===== config.mk =====
export PLATFORM = sky130hd
export DESIGN_NAME = wf_done_queue_flat
export DESIGN_NICKNAME = d
export VERILOG_FILES = /design/src/rtl/wf_done_queue_if.sv /design/src/rtl/wf_done_queue.sv /design/src/flat_wrapper.sv
export SDC_FILE = /design/constraint.sdc
export NUM_CORES = 1
export LEC_CHECK = 0
export ABC_AREA = 1
export CAP_MARGIN = 30
export CORE_MARGIN = 2
export CORE_UTILIZATION = 40
export CTS_BUF_LIST = sky130_fd_sc_hd__clkbuf_8
export DETAILED_ROUTE_END_ITERATION = 16
export HOLD_SLACK_MARGIN = 0.03
export PLACE_DENSITY_LB_ADDON = 0.3
export SLEW_MARGIN = 20
export SYNTH_ARGS = -nofsm -noshare
export SYNTH_HDL_FRONTEND = slang
export SYNTH_SLANG_ARGS = --single-unit

===== constraint.sdc =====
create_clock -name clk -period 4.9 [get_ports clk]
set_input_delay 0.98 -clock clk [delete_from_list [all_inputs] [get_ports clk]]
set_output_delay 0.98 -clock clk [all_outputs]
set_load 0.05 [all_outputs]

===== src/rtl/wf_done_queue_if.sv =====
// Done-ID handshake: retire producers and allocator stall on one side, the queue on the other.
// The bench (or upstream wrapper) uses master; wf_done_queue uses slave.
interface wf_done_queue_if #(
   parameter int unsigned WFID_W = 6
);
   logic              src0_done;
   logic [WFID_W-1:0] src0_wfid;
   logic              src1_done;
   logic [WFID_W-1:0] src1_wfid;
   logic              src_ready;
   logic              dn_stall;
   logic [WFID_W-1:0] WF_id_done;
   logic              WF_done_valid;

   modport master (
      output src0_done, src0_wfid, src1_done, src1_wfid, dn_stall,
      input  src_ready, WF_id_done, WF_done_valid
   );

   modport slave (
      input  src0_done, src0_wfid, src1_done, src1_wfid, dn_stall,
      output src_ready, WF_id_done, WF_done_valid
   );
endinterface


===== src/rtl/wf_done_queue.sv =====
// In-order queue of wavefront-done IDs from two retire paths, released one per cycle.
// Optional duplicate filtering via a pending bitmap when WF_DONE_DUP_CHECK_EN is defined.
module wf_done_queue #(
   parameter int unsigned DEPTH  = 8,
   parameter int unsigned WFID_W = 6,
   parameter int unsigned NUM_WF = 40
) (
   input  logic                   clk,
   input  logic                   rst,
   wf_done_queue_if.slave         q,
   output logic [$clog2(DEPTH):0] occupancy,
   output logic                   err_overflow,
   output logic                   err_bad_id
`ifdef WF_DONE_DUP_CHECK_EN
   ,
   output logic                   err_dup_id
`endif
);
   localparam int unsigned PW = $clog2(DEPTH);
   localparam int unsigned CW = PW + 1;

   logic [WFID_W-1:0] mem_q [DEPTH];
   logic [PW-1:0]     rd_q, rd_d, wr_q, wr_d;
   logic [CW-1:0]     cnt_q, cnt_d, free;
   logic              valid_q, valid_d;
   logic [WFID_W-1:0] id_q, id_d, head_d;
   logic              ovf_q, ovf_d, bad_q, bad_d;
   logic              pop, in0, in1, ok0, ok1, acc0, acc1;

`ifdef WF_DONE_DUP_CHECK_EN
   logic [NUM_WF-1:0] pend_q, pend_d, live;
   logic              dup0, dup1, dup_q, dup_d;
`endif

   always_comb begin
      // The registered output is the release itself; it is consumed at the next edge.
      pop = valid_q;
      in0 = 32'(q.src0_wfid) < NUM_WF;
      in1 = 32'(q.src1_wfid) < NUM_WF;
      bad_d = (q.src0_done && !in0) || (q.src1_done && !in1);
      ok0 = q.src0_done && in0;
      ok1 = q.src1_done && in1;
      free = CW'(DEPTH) - cnt_q + CW'(pop);
`ifdef WF_DONE_DUP_CHECK_EN
      live = pend_q;
      if (pop) live[id_q] = 1'b0;
      dup0 = ok0 && live[q.src0_wfid];
      ok0  = ok0 && !dup0;
`endif
      acc0 = ok0 && (free != '0);
`ifdef WF_DONE_DUP_CHECK_EN
      dup1  = ok1 && (live[q.src1_wfid] || (acc0 && (q.src0_wfid == q.src1_wfid)));
      ok1   = ok1 && !dup1;
      dup_d = dup0 || dup1;
`endif
      acc1  = ok1 && (free > CW'(acc0));
      ovf_d = ovf_q || (ok0 && !acc0) || (ok1 && !acc1);
      cnt_d = cnt_q + CW'(acc0) + CW'(acc1) - CW'(pop);
      rd_d  = rd_q + PW'(pop);
      wr_d  = wr_q + PW'(acc0) + PW'(acc1);
      // With nothing left behind the release, the new head is this cycle's first push.
      if ((cnt_q - CW'(pop)) != '0) begin
         head_d = mem_q[rd_d];
      end else if (acc0) begin
         head_d = q.src0_wfid;
      end else begin
         head_d = q.src1_wfid;
      end
      valid_d = !q.dn_stall && (cnt_d != '0);
      id_d    = valid_d ? head_d : id_q;
`ifdef WF_DONE_DUP_CHECK_EN
      pend_d = live;
      if (acc0) pend_d[q.src0_wfid] = 1'b1;
      if (acc1) pend_d[q.src1_wfid] = 1'b1;
`endif
   end

   always_ff @(posedge clk) begin
      if (acc0) mem_q[wr_q] <= q.src0_wfid;
      if (acc1) mem_q[wr_q + PW'(acc0)] <= q.src1_wfid;
   end

   always_ff @(posedge clk) begin
      if (rst) begin
         rd_q    <= '0;
         wr_q    <= '0;
         cnt_q   <= '0;
         valid_q <= 1'b0;
         id_q    <= '0;
         ovf_q   <= 1'b0;
         bad_q   <= 1'b0;
      end else begin
         rd_q    <= rd_d;
         wr_q    <= wr_d;
         cnt_q   <= cnt_d;
         valid_q <= valid_d;
         id_q    <= id_d;
         ovf_q   <= ovf_d;
         bad_q   <= bad_d;
      end
   end

`ifdef WF_DONE_DUP_CHECK_EN
   always_ff @(posedge clk) begin
      if (rst) begin
         pend_q <= '0;
         dup_q  <= 1'b0;
      end else begin
         pend_q <= pend_d;
         dup_q  <= dup_d;
      end
   end

   assign err_dup_id = dup_q;
`endif

   assign q.WF_done_valid = valid_q;
   assign q.WF_id_done    = id_q;
   assign q.src_ready     = (CW'(DEPTH) - cnt_q) >= CW'(2);
   assign occupancy       = cnt_q;
   assign err_overflow    = ovf_q;
   assign err_bad_id      = bad_q;
endmodule

===== src/flat_wrapper.sv =====
// flat-port wrapper written by rule: the top's interface ports become plain ports
module wf_done_queue_flat 
#(
   parameter int unsigned DEPTH  = 8,
   parameter int unsigned WFID_W = 6,
   parameter int unsigned NUM_WF = 40
)
  (clk, rst, occupancy, err_overflow, err_bad_id, q_src0_done, q_src0_wfid, q_src1_done, q_src1_wfid, q_dn_stall, q_src_ready, q_WF_id_done, q_WF_done_valid);
  wf_done_queue_if #(.WFID_W(WFID_W)) q_i ();
  input  logic clk;
  input  logic rst;
  output logic [$clog2(DEPTH):0] occupancy;
  output logic err_overflow;
  output logic err_bad_id;
  input wire logic [$bits(q_i.src0_done)-1:0] q_src0_done;
  input wire logic [$bits(q_i.src0_wfid)-1:0] q_src0_wfid;
  input wire logic [$bits(q_i.src1_done)-1:0] q_src1_done;
  input wire logic [$bits(q_i.src1_wfid)-1:0] q_src1_wfid;
  input wire logic [$bits(q_i.dn_stall)-1:0] q_dn_stall;
  output wire logic [$bits(q_i.src_ready)-1:0] q_src_ready;
  output wire logic [$bits(q_i.WF_id_done)-1:0] q_WF_id_done;
  output wire logic [$bits(q_i.WF_done_valid)-1:0] q_WF_done_valid;
  assign q_i.src0_done = q_src0_done;
  assign q_i.src0_wfid = q_src0_wfid;
  assign q_i.src1_done = q_src1_done;
  assign q_i.src1_wfid = q_src1_wfid;
  assign q_i.dn_stall = q_dn_stall;
  assign q_src_ready = q_i.src_ready;
  assign q_WF_id_done = q_i.WF_id_done;
  assign q_WF_done_valid = q_i.WF_done_valid;
  wf_done_queue #(.DEPTH(DEPTH), .WFID_W(WFID_W), .NUM_WF(NUM_WF)) u_core (.clk(clk), .rst(rst), .q(q_i), .occupancy(occupancy), .err_overflow(err_overflow), .err_bad_id(err_bad_id));
endmodule

==> impl_results.html <==
<table>
<tr><th>Metric</th><th>Value</th></tr>
<tr><th colspan="2">Run status</th></tr>
<tr><td>Result of the run</td><td>completed</td></tr>
<tr><th colspan="2">Logic synthesis</th></tr>
<tr><td>EDFF count, synth</td><td>48</td></tr>
<tr><td>Area share of the largest cell type after synthesis</td><td>35.33%</td></tr>
<tr><td>Post-synthesis register bit count</td><td>67</td></tr>
<tr><td>Asr flop ratio synth</td><td>0%</td></tr>
<tr><td>Cells taking the most area after synthesis</td><td>sky130_fd_sc_hd__edfxtp_1 35%, sky130_fd_sc_hd__dfxtp_1 9.3%, sky130_fd_sc_hd__nand2_1 8.6%</td></tr>
<tr><td>Gate Count Post-Synth</td><td>489</td></tr>
<tr><td>Mapped Nets</td><td>526</td></tr>
<tr><td>Post-synthesis instance area</td><td>4080 sq um</td></tr>
<tr><td>Yosys warnings</td><td>0</td></tr>
<tr><td>Synth Area in XOR/XNOR</td><td>1.073%</td></tr>
<tr><td>Flip-flop cell with the highest count after synthesis</td><td>sky130_fd_sc_hd__edfxtp_1</td></tr>
<tr><td>Adder-Cell Fraction of Synth Area</td><td>6.501%</td></tr>
<tr><td>Synth Area in Simple Gates</td><td>24.59%</td></tr>
<tr><td>Average instance area after synthesis</td><td>8.344 sq um</td></tr>
<tr><td>Synth area leader</td><td>sky130_fd_sc_hd__edfxtp_1</td></tr>
<tr><td>Area fraction in compound gates after synthesis</td><td>14.57%</td></tr>
<tr><td>Netlist cell types</td><td>29</td></tr>
<tr><td>Combinational family with the most area after synthesis</td><td>simple AND/OR/NAND/NOR gates</td></tr>
<tr><td>Proportion of synthesized chip area in sequential cells</td><td>44.65%</td></tr>
<tr><td>Multiplexer area fraction after synthesis</td><td>0%</td></tr>
<tr><th colspan="2">Critical path</th></tr>
<tr><td>Number of cell instances on the worst register-to-register path</td><td>25</td></tr>
<tr><td>CP Class</td><td>reg2reg</td></tr>
<tr><td>Crit path arrival time</td><td>4720 ps</td></tr>
<tr><td>Endpoint class of the critical path</td><td>register</td></tr>
<tr><td>Startpoint types</td><td>register</td></tr>
<tr><td>Critical Path RT</td><td>5140 ps</td></tr>
<tr><td>Reg2reg end</td><td>u_core.q.WF_id_done[3]</td></tr>
<tr><td>Minimum setup slack among reg-to-reg paths</td><td>420 ps</td></tr>
<tr><td>CP Max Fanout</td><td>13</td></tr>
<tr><td>Reg-to-Reg Start</td><td>u_core.occupancy[1]</td></tr>
<tr><th colspan="2">Final layout</th></tr>
<tr><td>Top library cells by usage in the layout, fill and taps aside</td><td>93 x sky130_fd_sc_hd__nand2_1, 76 x sky130_fd_sc_hd__nor2_1, 49 x sky130_fd_sc_hd__o21ai_1</td></tr>
<tr><td>Most frequent standard cell in the layout excluding fill and tap cells</td><td>sky130_fd_sc_hd__nand2_1</td></tr>
<tr><td>Fraction of the core area covered by cells at the end of the flow</td><td>47.32%</td></tr>
<tr><td>Diodes inserted</td><td>0</td></tr>
<tr><td>Post-route cell area</td><td>4647 sq um</td></tr>
<tr><td>Final net count</td><td>549</td></tr>
<tr><td>Share of layout cells above drive strength 1</td><td>10.83%</td></tr>
<tr><td>Syn-to-layout area delta</td><td>13.89%</td></tr>
<tr><th colspan="2">Clock network</th></tr>
<tr><td>Clock sink total</td><td>67</td></tr>
<tr><td>Clock slew seen by the registers of the worst setup and hold paths</td><td>80 ps</td></tr>
<tr><td>Clock tree from TritonCTS</td><td>done</td></tr>
<tr><td>Buffer count from post-CTS setup fixing</td><td>0</td></tr>
<tr><td>Cell chosen for the clock root</td><td>sky130_fd_sc_hd__clkbuf_8</td></tr>
<tr><td>Level count of the clock H-tree</td><td>3</td></tr>
<tr><td>Worst skew pair latency</td><td>350 ps</td></tr>
<tr><td>Inserted Clock Buffers</td><td>9</td></tr>
<tr><td>Worst-case clock buffer depth</td><td>2</td></tr>
<tr><td>Post-CTS Hold Fix Bufs</td><td>0</td></tr>
<tr><td>Resize count post-CTS</td><td>0</td></tr>
<tr><th colspan="2">Global route</th></tr>
<tr><td>Global-route usage over all layers</td><td>18.52%</td></tr>
<tr><td>Global-route wire length before repair</td><td>15.81 mm</td></tr>
<tr><td>Vias in the first global route</td><td>3152</td></tr>
<tr><td>Remaining global-route overflow</td><td>0</td></tr>
<tr><td>Largest net degree at the start of global routing</td><td>26</td></tr>
<tr><td>Antenna violations before repair</td><td>0</td></tr>
<tr><th colspan="2">Drt</th></tr>
<tr><td>DRT iter0 DRCs</td><td>161</td></tr>
<tr><td>Aggregate routed wire length</td><td>9.805 mm</td></tr>
<tr><td>Vias</td><td>3297</td></tr>
<tr><td>DRC</td><td>0</td></tr>
<tr><td>Average wire per standard cell</td><td>15.08 microns</td></tr>
<tr><td>Count of antenna-violating nets left after detailed routing</td><td>0</td></tr>
<tr><td>Iteration count of the initial detailed-routing pass</td><td>5</td></tr>
<tr><td>Average via count per standard cell</td><td>5.072</td></tr>
<tr><th colspan="2">Placed design</th></tr>
<tr><td>Half-perimeter wire length after detailed placement</td><td>7.291 mm</td></tr>
<tr><td>Cell area reported after detailed placement</td><td>4428 sq um</td></tr>
<tr><td>GPL Wtd Cong</td><td>0.8357</td></tr>
<tr><td># port buffers</td><td>30</td></tr>
<tr><td>Placement Setup Slack</td><td>41.12 ps</td></tr>
<tr><th colspan="2">Timing</th></tr>
<tr><td>Max-slew violations</td><td>0</td></tr>
<tr><td>Worst Clk Skew</td><td>10.04 ps</td></tr>
<tr><td>Count of final setup violators</td><td>0</td></tr>
<tr><td>Setup TNS after final layout</td><td>0 ps</td></tr>
<tr><td>Final setup margin</td><td>419.1 ps</td></tr>
<tr><td>Pin slew with the least headroom to its limit</td><td>813.9 ps</td></tr>
<tr><td>Highest clock rate</td><td>0.2232 GHz</td></tr>
<tr><td>RSZ-0062 raised after global routing</td><td>false</td></tr>
<tr><td>Crit share post-route</td><td>91.45%</td></tr>
<tr><td>Final Hold Viols</td><td>0</td></tr>
<tr><td>Worst relative slew slack</td><td>45.74%</td></tr>
<tr><td>Time the final worst path needs with I/O delays and setup</td><td>4481 ps</td></tr>
<tr><th colspan="2">Power and ir drop</th></tr>
<tr><td>Leak</td><td>1.953 nW</td></tr>
<tr><td>Worst supply voltage drop on vdd</td><td>254.6 uV</td></tr>
<tr><td>Cell Pwr Density</td><td>602.5 nW/um^2</td></tr>
<tr><td>Overall power of the completed layout</td><td>2.800 mW</td></tr>
<tr><th colspan="2">Floorplan</th></tr>
<tr><td>Width of the die</td><td>105.0 microns</td></tr>
<tr><td>Boundary Pins</td><td>31</td></tr>
<tr><td>Die Footprint</td><td>11020 sq um</td></tr>
<tr><td>DIE HEIGHT</td><td>105.0 microns</td></tr>
<tr><td>Standard cell core area</td><td>9819 sq um</td></tr>
<tr><td>Starting utilization of the core area</td><td>41.55%</td></tr>
<tr><td>Placement Rows</td><td>36</td></tr>
<tr><th colspan="2">Flow run</th></tr>
<tr><td>Max-cap violations</td><td>0</td></tr>
<tr><th colspan="2">Worst hold path</th></tr>
<tr><td>Hold Startpoint</td><td>u_core.err_overflow</td></tr>
<tr><td>Hold worst-path end</td><td>u_core.err_overflow</td></tr>
<tr><td>Tightest Hold Check Type</td><td>reg2reg</td></tr>
<tr><td>Cell depth of the worst hold path</td><td>2</td></tr>
</table>
[worst max path at each step]
| stage | start | end | slack, ps | cells after the start |
|---|---|---|---|---|
| floorplan | u_core.occupancy[1] | u_core.q.WF_id_done[0] | 350 | 26 |
| global placement | q_src0_wfid[5] | u_core.q.WF_id_done[1] | 210 | 22 |
| finish | u_core.occupancy[1] | u_core.q.WF_id_done[3] | 420 | 25 |
| detailed placement | q_src0_wfid[5] | u_core.q.WF_id_done[3] | 40 | 22 |
| CTS | u_core.occupancy[1] | u_core.q.WF_id_done[3] | 340 | 25 |
| global route | u_core.occupancy[1] | u_core.q.WF_id_done[3] | 8 | 25 |
[registers in the layout (all words and copies together), names as in the netlist]
signal,cells
u_core.err_bad_id,1
u_core.q.WF_done_valid,1
u_core.q.WF_id_done,6
u_core.wr_q,3
u_core.mem_q,48
u_core.rd_q,3
u_core.err_overflow,1
u_core.occupancy,4
[cells by family (layout without fill, tap and decap cells)]
kind of cell | count (synthesis) | in the layout
flip-flops | 67 | 67
buffers and inverters | 75 | 103
XOR/XNOR | 5 | 5
AO/OA/AOI/OAI | 109 | 109
AND/OR/NAND/NOR | 213 | 213
adder cells (fa/ha/maj) | 20 | 20
[power by group]
group / switching [mW] / internal (mW) / total, mW
clock: 0.225 / 0.285 / 0.511
sequential: 0.0678 / 0.756 / 0.824
combinational: 1.00 / 0.461 / 1.46
[area by class of cell]
cell class              instances  area (sq um)
clock buffers                   9         123.9
clock inverters                 7         92.59
fillers                       969          5172
inverters                      52         195.2
multi-input cells             347          1909
flip-flops and latches         67          1822
well taps                     133         166.4
repair buffers                 35         337.8
[stage by stage]
step,cells,hold WS (ps)
5_1_grt,650,506.2
3_3_place_gp,634,460.6
2_1_floorplan,489,580.6
4_1_cts,650,486.6
6_report,650,480.9
3_5_place_dp,634,460.0
[critical path, cell delays in order, from the launching register on]
cell                      delay [ps]
sky130_fd_sc_hd__dfxtp_1         390
sky130_fd_sc_hd__inv_1           170
sky130_fd_sc_hd__ha_1            350
sky130_fd_sc_hd__ha_1            220
sky130_fd_sc_hd__inv_1            60
sky130_fd_sc_hd__nand3_1          70
sky130_fd_sc_hd__nand2_1         210
sky130_fd_sc_hd__nand4_2         270
sky130_fd_sc_hd__nand2_2         240
sky130_fd_sc_hd__inv_2            90
sky130_fd_sc_hd__ha_1            270
sky130_fd_sc_hd__nor2_1           90
sky130_fd_sc_hd__nor2_1           80
sky130_fd_sc_hd__nand3_4          80
sky130_fd_sc_hd__nand2_1          90
sky130_fd_sc_hd__fa_1            380
sky130_fd_sc_hd__inv_1           110
sky130_fd_sc_hd__fa_1            430
sky130_fd_sc_hd__inv_1            90
sky130_fd_sc_hd__nand2_1          60
sky130_fd_sc_hd__nor2_1          110
sky130_fd_sc_hd__nand2_1          90
sky130_fd_sc_hd__nand2_2         200
sky130_fd_sc_hd__nand2_1          90
sky130_fd_sc_hd__nand2_1          70
sky130_fd_sc_hd__a21oi_1          50
[routing by layer]
layer	GRT usage, %	vias to the layer above	wire length [microns]
li1	-	1671	-
met1	23.01	1529	4260
met2	31.77	81	4910
met3	3.057	16	406
met4	7.714	0	228
met5	0	-	0
[cells in the mapped netlist (8+ instances only)]
cell type	count
sky130_fd_sc_hd__nand2_1	94
sky130_fd_sc_hd__nor2_1	76
sky130_fd_sc_hd__o21ai_1	49
sky130_fd_sc_hd__edfxtp_1	48
sky130_fd_sc_hd__inv_1	46
sky130_fd_sc_hd__o21ai_0	33
sky130_fd_sc_hd__nand3_1	23
sky130_fd_sc_hd__dfxtp_1	19
sky130_fd_sc_hd__ha_1	18
sky130_fd_sc_hd__o21ai_2	11
sky130_fd_sc_hd__a21oi_1	10
sky130_fd_sc_hd__nand3_4	9
sky130_fd_sc_hd__buf_2	8
sky130_fd_sc_hd__buf_6	8
No activity file was read; power rests on OpenSTA's default activity.
